==> src/rtl/airlock_cycle_ctrl.sv <==
// Airlock cycle controller. Sequences departure or arrival door cycles with pressure
// equalisation, dwell-qualified door closing, equalisation timeout and abort-to-restore.
module airlock_cycle_ctrl #(
    parameter int PW       = 8,
    parameter int P_LOW    = 10,
    parameter int P_HI_MIN = 90,
    parameter int P_HI_MAX = 110,
    parameter int DWELL    = 5,
    parameter int TIMEOUT  = 1024,
    parameter int CW       = 11
) (
    input  logic          clock,
    input  logic          reset,
    input  logic          start,
    input  logic          mode,
    input  logic          abort,
    input  logic          odClosed,
    input  logic          idClosed,
    input  logic [PW-1:0] pressure,
    output logic          busy,
    output logic          done,
    output logic          fault,
    output logic          startPressurizing,
    output logic          startDepressurizing,
    output logic [3:0]    state
);
    typedef enum logic [3:0] {
        IDLE       = 4'd0,
        PREP       = 4'd1,
        EQ1        = 4'd2,
        NEAR_OPEN  = 4'd3,
        NEAR_CLOSE = 4'd4,
        EQ2        = 4'd5,
        FAR_OPEN   = 4'd6,
        FAR_CLOSE  = 4'd7,
        RESTORE    = 4'd8,
        FAULT      = 4'd9
    } state_t;

    localparam logic [PW-1:0] LOW_T      = PW'(P_LOW);
    localparam logic [PW-1:0] HI_MIN_T   = PW'(P_HI_MIN);
    localparam logic [PW-1:0] HI_MAX_T   = PW'(P_HI_MAX);
    localparam logic [CW-1:0] DWELL_LAST = CW'(DWELL - 1);
    localparam logic [CW-1:0] TO_LAST    = CW'(TIMEOUT - 1);
    localparam logic [CW-1:0] CNT_MAX    = '1;

    state_t        st_q, st_d;
    logic          mode_q, mode_d;
    logic [CW-1:0] cnt_q, cnt_d;
    logic          aborted_q, aborted_d;
    logic          pend_q, pend_d;
    logic          busy_d, done_d, fault_d;
    logic [1:0]    pump_d;
    logic          cnt_en, cnt_zero, reenter;

    logic is_low, is_high, above_band, doors_closed;
    logic near_closed, far_closed, at_near, at_far;
    logic timed, take_abort;

    assign is_low       = pressure < LOW_T;
    assign is_high      = (pressure > HI_MIN_T) && (pressure < HI_MAX_T);
    assign above_band   = pressure >= HI_MAX_T;
    assign doors_closed = odClosed & idClosed;
    assign near_closed  = mode_q ? odClosed : idClosed;
    assign far_closed   = mode_q ? idClosed : odClosed;
    assign at_near      = mode_q ? is_low : is_high;
    assign at_far       = mode_q ? is_high : is_low;
    assign timed        = (st_q == EQ1) || (st_q == EQ2) || (st_q == RESTORE);
    // An aborted restore is not re-entered, so a held abort cannot starve the timeout.
    assign take_abort   = (abort | pend_q) & doors_closed & ~((st_q == RESTORE) & aborted_q);
    assign state        = st_q;

    // {press, depress}: toward high pumps out only when above the band.
    function automatic logic [1:0] pump_dir(input logic to_high, input logic above);
        if (to_high && !above) pump_dir = 2'b10;
        else                   pump_dir = 2'b01;
    endfunction

    always_comb begin
        st_d      = st_q;
        mode_d    = mode_q;
        busy_d    = busy;
        done_d    = 1'b0;
        fault_d   = fault;
        pump_d    = {startPressurizing, startDepressurizing};
        aborted_d = aborted_q;
        pend_d    = pend_q;
        cnt_en    = 1'b0;
        cnt_zero  = 1'b0;
        reenter   = 1'b0;
        cnt_d     = cnt_q;
        case (st_q)
            IDLE: begin
                if (start) begin
                    busy_d    = 1'b1;
                    mode_d    = mode;
                    aborted_d = 1'b0;
                    pend_d    = 1'b0;
                    st_d      = PREP;
                end
            end
            FAULT: begin
                pump_d = 2'b00;
                if (abort && doors_closed) begin
                    fault_d = 1'b0;
                    busy_d  = 1'b0;
                    st_d    = IDLE;
                end
            end
            default: begin
                if (timed && cnt_q == TO_LAST) begin
                    pump_d  = 2'b00;
                    fault_d = 1'b1;
                    pend_d  = 1'b0;
                    st_d    = FAULT;
                end else if (take_abort) begin
                    pump_d    = 2'b00;
                    aborted_d = 1'b1;
                    pend_d    = 1'b0;
                    st_d      = RESTORE;
                    reenter   = 1'b1;
                end else begin
                    if (abort && !doors_closed) pend_d = 1'b1;
                    case (st_q)
                        PREP: begin
                            if (doors_closed) begin
                                if (at_near) st_d = NEAR_OPEN;
                                else begin
                                    st_d   = EQ1;
                                    pump_d = pump_dir(!mode_q, above_band);
                                end
                            end
                        end
                        EQ1: begin
                            cnt_en = 1'b1;
                            if (at_near) begin
                                pump_d = 2'b00;
                                st_d   = NEAR_OPEN;
                            end else pump_d = pump_dir(!mode_q, above_band);
                        end
                        NEAR_OPEN: begin
                            if (!near_closed) begin
                                cnt_en = 1'b1;
                                if (cnt_q == DWELL_LAST) st_d = NEAR_CLOSE;
                            end else cnt_zero = 1'b1;
                        end
                        NEAR_CLOSE: begin
                            if (near_closed) begin
                                st_d   = EQ2;
                                pump_d = pump_dir(mode_q, above_band);
                            end
                        end
                        EQ2: begin
                            cnt_en = 1'b1;
                            if (at_far) begin
                                pump_d = 2'b00;
                                st_d   = FAR_OPEN;
                            end else pump_d = pump_dir(mode_q, above_band);
                        end
                        FAR_OPEN: begin
                            if (!far_closed) begin
                                cnt_en = 1'b1;
                                if (cnt_q == DWELL_LAST) st_d = FAR_CLOSE;
                            end else cnt_zero = 1'b1;
                        end
                        FAR_CLOSE: begin
                            if (far_closed) begin
                                if (!mode_q) begin
                                    st_d   = RESTORE;
                                    pump_d = pump_dir(1'b1, above_band);
                                end else begin
                                    done_d = 1'b1;
                                    busy_d = 1'b0;
                                    st_d   = IDLE;
                                end
                            end
                        end
                        RESTORE: begin
                            cnt_en = 1'b1;
                            if (is_high) begin
                                pump_d = 2'b00;
                                done_d = ~aborted_q;
                                busy_d = 1'b0;
                                st_d   = IDLE;
                            end else pump_d = pump_dir(1'b1, above_band);
                        end
                        default: ;
                    endcase
                end
            end
        endcase
        if (st_d != st_q || reenter || cnt_zero) cnt_d = '0;
        else if (cnt_en && cnt_q != CNT_MAX)      cnt_d = cnt_q + 1'b1;
    end

    always_ff @(posedge clock or negedge reset) begin
        if (!reset) begin
            st_q                <= IDLE;
            mode_q              <= 1'b0;
            cnt_q               <= '0;
            aborted_q           <= 1'b0;
            pend_q              <= 1'b0;
            busy                <= 1'b0;
            done                <= 1'b0;
            fault               <= 1'b0;
            startPressurizing   <= 1'b0;
            startDepressurizing <= 1'b0;
        end else begin
            st_q                <= st_d;
            mode_q              <= mode_d;
            cnt_q               <= cnt_d;
            aborted_q           <= aborted_d;
            pend_q              <= pend_d;
            busy                <= busy_d;
            done                <= done_d;
            fault               <= fault_d;
            startPressurizing   <= pump_d[1];
            startDepressurizing <= pump_d[0];
        end
    end
endmodule

==> config.mk <==
export PLATFORM = sky130hd
export DESIGN_NAME = airlock_cycle_ctrl
export DESIGN_NICKNAME = d
export VERILOG_FILES = /design/src/rtl/airlock_cycle_ctrl.sv
export SDC_FILE = /design/constraint.sdc
export NUM_CORES = 1
export LEC_CHECK = 0
export CAP_MARGIN = 15
export CORE_AREA = 2 2 61 63
export DETAILED_ROUTE_END_ITERATION = 12
export DIE_AREA = 0 0 63 65
export DONT_BUFFER_PORTS = 1
export GPL_ROUTABILITY_DRIVEN = 0
export GPL_TIMING_DRIVEN = 0
export PLACE_DENSITY = 0.84
export SLEW_MARGIN = 15
export SYNTH_ARGS = -nofsm -noshare
export SYNTH_HDL_FRONTEND = slang
export SYNTH_SLANG_ARGS = --single-unit
export TNS_END_PERCENT = 1
==> constraint.sdc <==
create_clock -name clock -period 5.5 [get_ports clock]
set_input_delay 0 -clock clock [delete_from_list [all_inputs] [get_ports clock]]
set_output_delay 0 -clock clock [all_outputs]
set_load 0.05 [all_outputs]
==> flow_metrics.py, run 1 <==
metrics = {
    "layout": {
        "drive_above_1_share": 0.137,
        "ff_latch_area_um2": 576,
        "syn2layout_area_growth_pct": 7.04,
        "multi_input_area_um2": 1480,
        "n_fill_cell": 307,
        "largest_reg_flops": 11,
        "regMostFlops": "cnt_q",
        "final_common_cell": "nand2_1",
        "final_cell_mix": "nand2_1 (29), dfrtp_1 (23), nor2_1 (18), a21oi_1 (17), nand3_1 (15)",
        "antenna_cells": 0,
        "nNetsFinal": 303,
    },
    "clock_tree": {
        "post_cts_resized": 0,
        "cts_buffers": 3,
        "clkLatencyLatePin_ns": 0.31,
        "htree_levels": 1,
        "cts_buffer_depth": 2,
        "clkTransAtPathRegs_ns": 0.13,
        "cts-root-buf": "clkbuf_4",
        "clock_sinks": 23,
        "tritoncts": "done",
    },
    "synthesis": {
        "yosysTopAreaCellShare": 0.265,
        "synth_ff_type": "dfrtp_1",
        "synth-edff-count": 0,
        "synth_area_um2": 2170,
        "yosys.area.top_type": "dfrtp_1",
        "syn-instance-count": 274,
        "synthTopCellsByArea": "dfrtp_1 (27%), nand2_1 (5.0%), a21oi_1 (3.9%)",
        "ys_seq_area_frac": 0.265,
        "yosysWarnings": 0,
        "postSynth.asyncResetShare": 1.00,
        "synth.distinct_cells": 66,
        "synth.ff_latch_count": 23,
        "syn-num-nets": 291,
        "syn_avg_cell_area_um2": 7.91,
    },
    "die": {
        "die_h_um": 65,
        "io-pin-count": 24,
        "start_util": 0.620,
        "die-area_um2": 4100,
        "fp-row-count": 22,
        "coreArea_um2": 3500,
        "die_w_um": 63,
    },
    "drt": {
        "drt_pre_antenna_iters": 5,
        "ant_nets": 0,
        "route.detailed.drc": 0,
        "drt_iter0_markers": 451,
        "vias": 2254,
        "viasPerCell": 6.77,
        "avgRoutedWirePerCell_um": 17.3,
        "drt_wl_total_um": 5780,
    },
    "sta": {
        "fmax_mhz": 313,
        "rsz0062_at_grt": "false",
        "worst_slew_pin_slew_ns": 0.832,
        "slew_headroom": 0.441,
        "finalHoldViolations": 0,
        "drv_slew": 0,
        "final-setup-viol-count": 0,
        "finClkSkew_ns": 0.0100,
        "post-route-min-period_ns": 3.19,
        "post-route-period-util": 0.580,
        "setup_tns_ns": 0,
    },
    "power_and_ir_drop": {
        "power_density_nw_per_um2": 493,
        "ir_drop_uv": 323,
        "power_mw": 1.14,
        "p_leak_nw": 0.872,
    },
    "global_route": {
        "grt_pass1_vias": 2111,
        "grt_util_all_layers": 0.298,
        "grt_max_degree": 24,
        "grt_overflow": 0,
        "antenna_found_initial": 0,
        "grt_pass1_wl_um": 9770,
    },
    "place": {
        "numPortBuffers": 0,
        "hpwl_um": 4330,
    },
    "critical_path": {
        "end_kind": "register",
        "crit_path_max_fanout": 10,
        "required_ns": 5.71,
        "critPathKind": "reg -> reg",
        "cp.arrival_ns": 3.40,
        "startpoint_type": "register",
    },
    "status": {
        "status": "complete, no violations",
    },
    "job": {
        "maxCapViolCount": 0,
    },
    "min_path": {
        "hold_class": "in -> reg",
    },
}
-- logic make-up after synthesis --
kind of cell / Yosys count / synth area share
and+or+nand+nor: 130 / 0.349
AOI/OAI and AO/OA: 77 / 0.249
adders and majority gates: 2 / 0.0115
xor gates and xnor gates: 11 / 0.0444
buffers and inverters: 25 / 0.0508
muxes: 6 / 0.0306
DFF: 23 / 0.265
-- layer usage --
layer | share of wire | track usage | vias to the layer above
met3 | 0.088 | 0.0365 | 26
met4 | 0.024 | 0.122 | 0
met1 | 0.40 | 0.388 | 1036
met5 | 0 | 0 | -
met2 | 0.49 | 0.503 | 141
li1 | - | - | 1051
-- worst max-delay path: stages (launching register included) --
cell	delay [ns]
dfrtp_1	0.84
nor4b_2	0.57
a211o_1	0.37
o31ai_1	0.26
a211oi_1	0.37
buf_2	0.29
nand4_1	0.14
xor2_1	0.19
nor2_2	0.05
-- what timing repair did --
item	in CTS	in global routing
setup buffers	0	0
hold buffers	6	1
hold endpoints to repair	30	23
-- final timing paths --
path / endpoint / slack (ns) / cells past startpoint / start
worst min register to register: pend_q / 0.56 / 2 / pend_q
min in group asynchronous: cnt_q[3] / 0.16 / 2 / reset
worst max register to register: cnt_q[8] / 2.31 / 8 / state[3]
worst min-delay path: busy / 0.03 / 3 / start
worst max-delay path: cnt_q[8] / 2.31 / 8 / state[3]
max in group asynchronous: state[2] / 4.99 / 2 / reset
-- cell type report --
cell class / instances / area share
buffer: 17 / 0.0345
clock buffer: 3 / 0.00970
clock inverter: 1 / 0.00216
inverter: 8 / 0.0129
multi-input combinational: 226 / 0.639
sequential: 23 / 0.248
tap: 48 / 0.0259
timing repair buffer: 7 / 0.0280
-- cells in the mapped netlist (2+ instances only) --
master and count:
nand2_1 29, dfrtp_1 23, nor2_1 18, a21oi_1 17, nand3_1 15, o21ai_0 13, nor2_2 10, xor2_1 9
inv_1 8, nand2b_1 8, buf_2 7, nor2b_1 7, nor3_1 7, nand4_1 6, a211oi_1 5, a31oi_1 5
buf_1 5, clkbuf_1 4, nor4_1 4, or3_1 4, and3_1 3, mux2_2 3, o211ai_1 3, o22ai_1 3
o31ai_1 3, a2111oi_0 2, a21o_1 2, a221oi_1 2, and3_2 2, and4_1 2, ha_1 2, mux2_1 2
nand3b_1 2, o2111ai_1 2, o21a_1 2, o31a_1 2, o32a_1 2, o32ai_1 2, xnor2_1 2
-- metrics by stage --
| step | util | area [um2] | cells | hold slack, ns | worst slack, ns |
|---|---|---|---|---|---|
| 6_report | 0.664 | 2320 | 333 | 0.0251 | 2.31 |
| 5_1_grt | 0.664 | 2320 | 333 | 0.0383 | 2.28 |
| 4_1_cts | 0.662 | 2320 | 332 | 0.0140 | 2.49 |
| 3_5_place_dp | 0.637 | 2230 | 322 | -0.295 | 2.54 |
| 3_3_place_gp | 0.637 | 2230 | 322 | -0.295 | 2.49 |
| 2_1_floorplan | - | 2170 | 274 | -0.296 | 3.07 |
-- power breakdown --
part / internal (mW) / switching (mW) / total [mW]
Sequential: 0.207 / 0.122 / 0.329
Combinational: 0.274 / 0.464 / 0.738
Clock: 0.0272 / 0.0496 / 0.0768
Note: power is estimated with default switching activity, not from simulation.
==> run 2, diff against run 1 <==
--- a/config.mk
+++ b/config.mk
@@ -5,14 +5,15 @@
 export SDC_FILE = /design/constraint.sdc
 export NUM_CORES = 1
 export LEC_CHECK = 0
+export ABC_AREA = 1
 export CAP_MARGIN = 15
-export CORE_AREA = 2 2 61 63
+export CORE_AREA = 2 2 58 60
 export DETAILED_ROUTE_END_ITERATION = 12
-export DIE_AREA = 0 0 63 65
+export DIE_AREA = 0 0 60 62
 export DONT_BUFFER_PORTS = 1
 export GPL_ROUTABILITY_DRIVEN = 0
 export GPL_TIMING_DRIVEN = 0
-export PLACE_DENSITY = 0.84
+export PLACE_DENSITY = 0.82
 export SLEW_MARGIN = 15
 export SYNTH_ARGS = -nofsm -noshare
 export SYNTH_HDL_FRONTEND = slang
==> constraint.sdc (replaced) <==
create_clock -name clock -period 3.2 [get_ports clock]
set_input_delay 0 -clock clock [delete_from_list [all_inputs] [get_ports clock]]
set_output_delay 0 -clock clock [all_outputs]
set_load 0.05 [all_outputs]
==> run 2 against run 1 <==
  * Via count shrank 17%
  * Area after synthesis shrank 13%
  * Clock skew shrank 0.0067 ns
==> flow_metrics.py, run 2 <==
metrics = {
    "sta": {
        "post-route-period-util": 0.807,
        "rsz0062_at_grt": "false",
        "drv_slew": 0,
        "fmax_mhz": 387,
        "finalHoldViolations": 0,
        "slew_headroom": 0.545,
        "fin_hold_ws_ns": 0.0121,
        "fin_ws_ns": 0.618,
        "finClkSkew_ns": 0.00331,
        "post-route-min-period_ns": 2.58,
        "worst_slew_pin_slew_ns": 0.682,
        "setup_tns_ns": 0,
        "final-setup-viol-count": 0,
    },
    "synthesis": {
        "postSynth.asyncResetShare": 1.00,
        "yosysWarnings": 0,
        "synthTopCellsByArea": "dfrtp_1 (30%), nand2_1 (15%), nor2_1 (9.5%)",
        "ys_seq_area_frac": 0.305,
        "synth_ff_type": "dfrtp_1",
        "syn_avg_cell_area_um2": 6.36,
        "synth_common_cells": "nand2_1 (76), nor2_1 (48), inv_1 (36)",
        "yosysMostFrequentCell": "nand2_1",
        "yosysTopAreaCellShare": 0.305,
        "synth_area_um2": 1890,
        "synth-edff-count": 0,
        "syn-num-nets": 314,
        "synth.ff_latch_count": 23,
        "syn-instance-count": 297,
        "yosys.area.top_type": "dfrtp_1",
        "synth.distinct_cells": 33,
    },
    "global_route": {
        "grt_util_all_layers": 0.245,
        "grt_pass1_wl_um": 6810,
        "busiest_layer": "met2",
        "grt_overflow": 0,
        "grt_util_met2": 0.418,
        "antenna_found_initial": 0,
        "grt_pass1_vias": 1653,
        "met3_usage": 0.0580,
        "grt_max_degree": 24,
        "gr-usage-met1": 0.294,
    },
    "clock_tree": {
        "htree_levels": 1,
        "clock_sinks": 23,
        "cts-root-buf": "clkbuf_4",
        "post_cts_resized": 0,
        "cts_buffers": 3,
        "tritoncts": "done",
        "clkTransAtPathRegs_ns": 0.14,
        "cts_buffer_depth": 2,
        "clkLatencyLatePin_ns": 0.33,
    },
    "layout": {
        "ff_latch_area_um2": 576,
        "final_cell_mix": "nand2_1 (76), nor2_1 (48), inv_1 (36), nand3_1 (25), dfrtp_1 (23)",
        "antenna_cells": 0,
        "syn2layout_area_growth_pct": 7.55,
        "nNetsFinal": 325,
        "regMostFlops": "cnt_q",
        "final_common_cell": "nand2_1",
        "largest_reg_flops": 11,
        "drive_above_1_share": 0.137,
        "n_fill_cell": 310,
        "fin_cells": 353,
        "multi_input_area_um2": 1120,
    },
    "power_and_ir_drop": {
        "power_mw": 1.71,
        "p_leak_nw": 1.04,
        "power_density_nw_per_um2": 844,
        "ir_drop_uv": 399,
    },
    "critical_path": {
        "cp_cell_sequence": "inv_2, nor2_1, nand2_1, nand3_2, nand3_2, nand2_4, inv_2, nand2_2, nor2_4, nor2_2, nand2_1, nand2_1, nor2_1, nand2_1, buf_6, nor2_2",
        "required_ns": 3.44,
        "r2r_cells": 16,
        "timing.rr.end": "cnt_q[3]",
        "cp_slowest_cell": "dfrtp_1",
        "crit_top_cell": "nand2_1",
        "crit_path_max_fanout": 10,
        "end_kind": "register",
        "rrSetupSlack_ns": 0.62,
        "critPathKind": "reg -> reg",
        "startpoint_type": "register",
        "reg2reg_from": "state[0]",
        "cp.arrival_ns": 2.82,
        "cpPeakStageDelay_ns": 0.74,
    },
    "drt": {
        "drt_iter0_markers": 126,
        "avgRoutedWirePerCell_um": 12.2,
        "drt_pre_antenna_iters": 6,
        "route.detailed.drc": 0,
        "ant_nets": 0,
        "drt_wl_total_um": 4320,
        "viasPerCell": 5.27,
        "vias": 1862,
    },
    "place": {
        "dp_worst_setup_slack_ns": 0.701,
        "numPortBuffers": 0,
        "hpwl_um": 3240,
        "dp_cells": 343,
    },
    "min_path": {
        "whs_endpoint": "state[3]",
        "min_from": "abort",
        "hold_class": "in -> reg",
        "holdPathStages": 5,
    },
    "die": {
        "io-pin-count": 24,
        "die_h_um": 62,
        "die-area_um2": 3720,
        "die_w_um": 60,
        "coreArea_um2": 3180,
        "fp-row-count": 21,
        "start_util": 0.594,
    },
    "job": {
        "maxCapViolCount": 0,
    },
    "status": {
        "status": "complete, no violations",
    },
}
## run 2: cell count changes after synthesis, sizes merged, moves of 5 or more
cell | before | now
a211oi | 5 | 0
a21oi | 17 | 8
and3 | 5 | 0
buf | 13 | 3
inv | 8 | 44
mux2 | 5 | 0
nand2 | 29 | 79
nand2b | 8 | 0
nand3 | 15 | 27
nor2 | 28 | 66
nor2b | 7 | 0
nor4 | 5 | 0
## run 2: how the worst max path moves through the flow
stage	slack, ns	to	start
global placement	0.76	cnt_q[9]	state[1]
detailed placement	0.70	cnt_q[9]	state[0]
global route	0.43	cnt_q[9]	state[0]
finish	0.62	cnt_q[3]	state[0]
floorplan	1.05	cnt_q[3]	state[1]
CTS	0.67	cnt_q[9]	state[0]
## run 2: worst max-delay path: cells and delay by family, from the launching register on
kind	cells	cell delay, ns
and+or+nand+nor	13	1.38
buffers and inverters	3	0.34
DFF	1	0.74
## run 2: kinds of logic after synthesis
logic type                 count (synthesis)  synth area share
buffers and inverters                     48             0.102
AOI/OAI and AO/OA                         33             0.109
and+or+nand+nor                          182             0.429
DFF                                       23             0.305
xor gates and xnor gates                   9            0.0418
adders and majority gates                  2            0.0133
## run 2: repair_timing
action | 4_1_cts | 5_1_grt
hold buffers | 5 | 1
buffers inserted | 0 | 0
hold endpoints to repair | 28 | 23
## run 2: final cells by class
class	count	area share
plain buffers	3	0.0117
clock buffers	3	0.0111
clock inverters	1	0.00370
inverters	45	0.0832
multi-input cells	226	0.551
flip-flops and latches	23	0.283
well taps	46	0.0283
repair buffers	6	0.0271
## run 2: report_power, final
part / internal, mW / switching (mW) / leakage, nW / total, mW
Clock: 0.0479 / 0.101 / 0.0139 / 0.149
Sequential: 0.355 / 0.217 / 0.305 / 0.573
Combinational: 0.325 / 0.668 / 0.718 / 0.993
## run 2: through the flow
step / util / cell area (um2)
floorplan: - / 1890
global placement: 0.612 / 1950
detailed placement: 0.612 / 1950
CTS: 0.637 / 2030
global route: 0.639 / 2030
finish: 0.639 / 2030
## run 2: metal layers
metal  wire, um  vias up
met5          0        -
met1       1820      821
li1           -      957
met2       2080       68
met4        132        0
met3        282       16
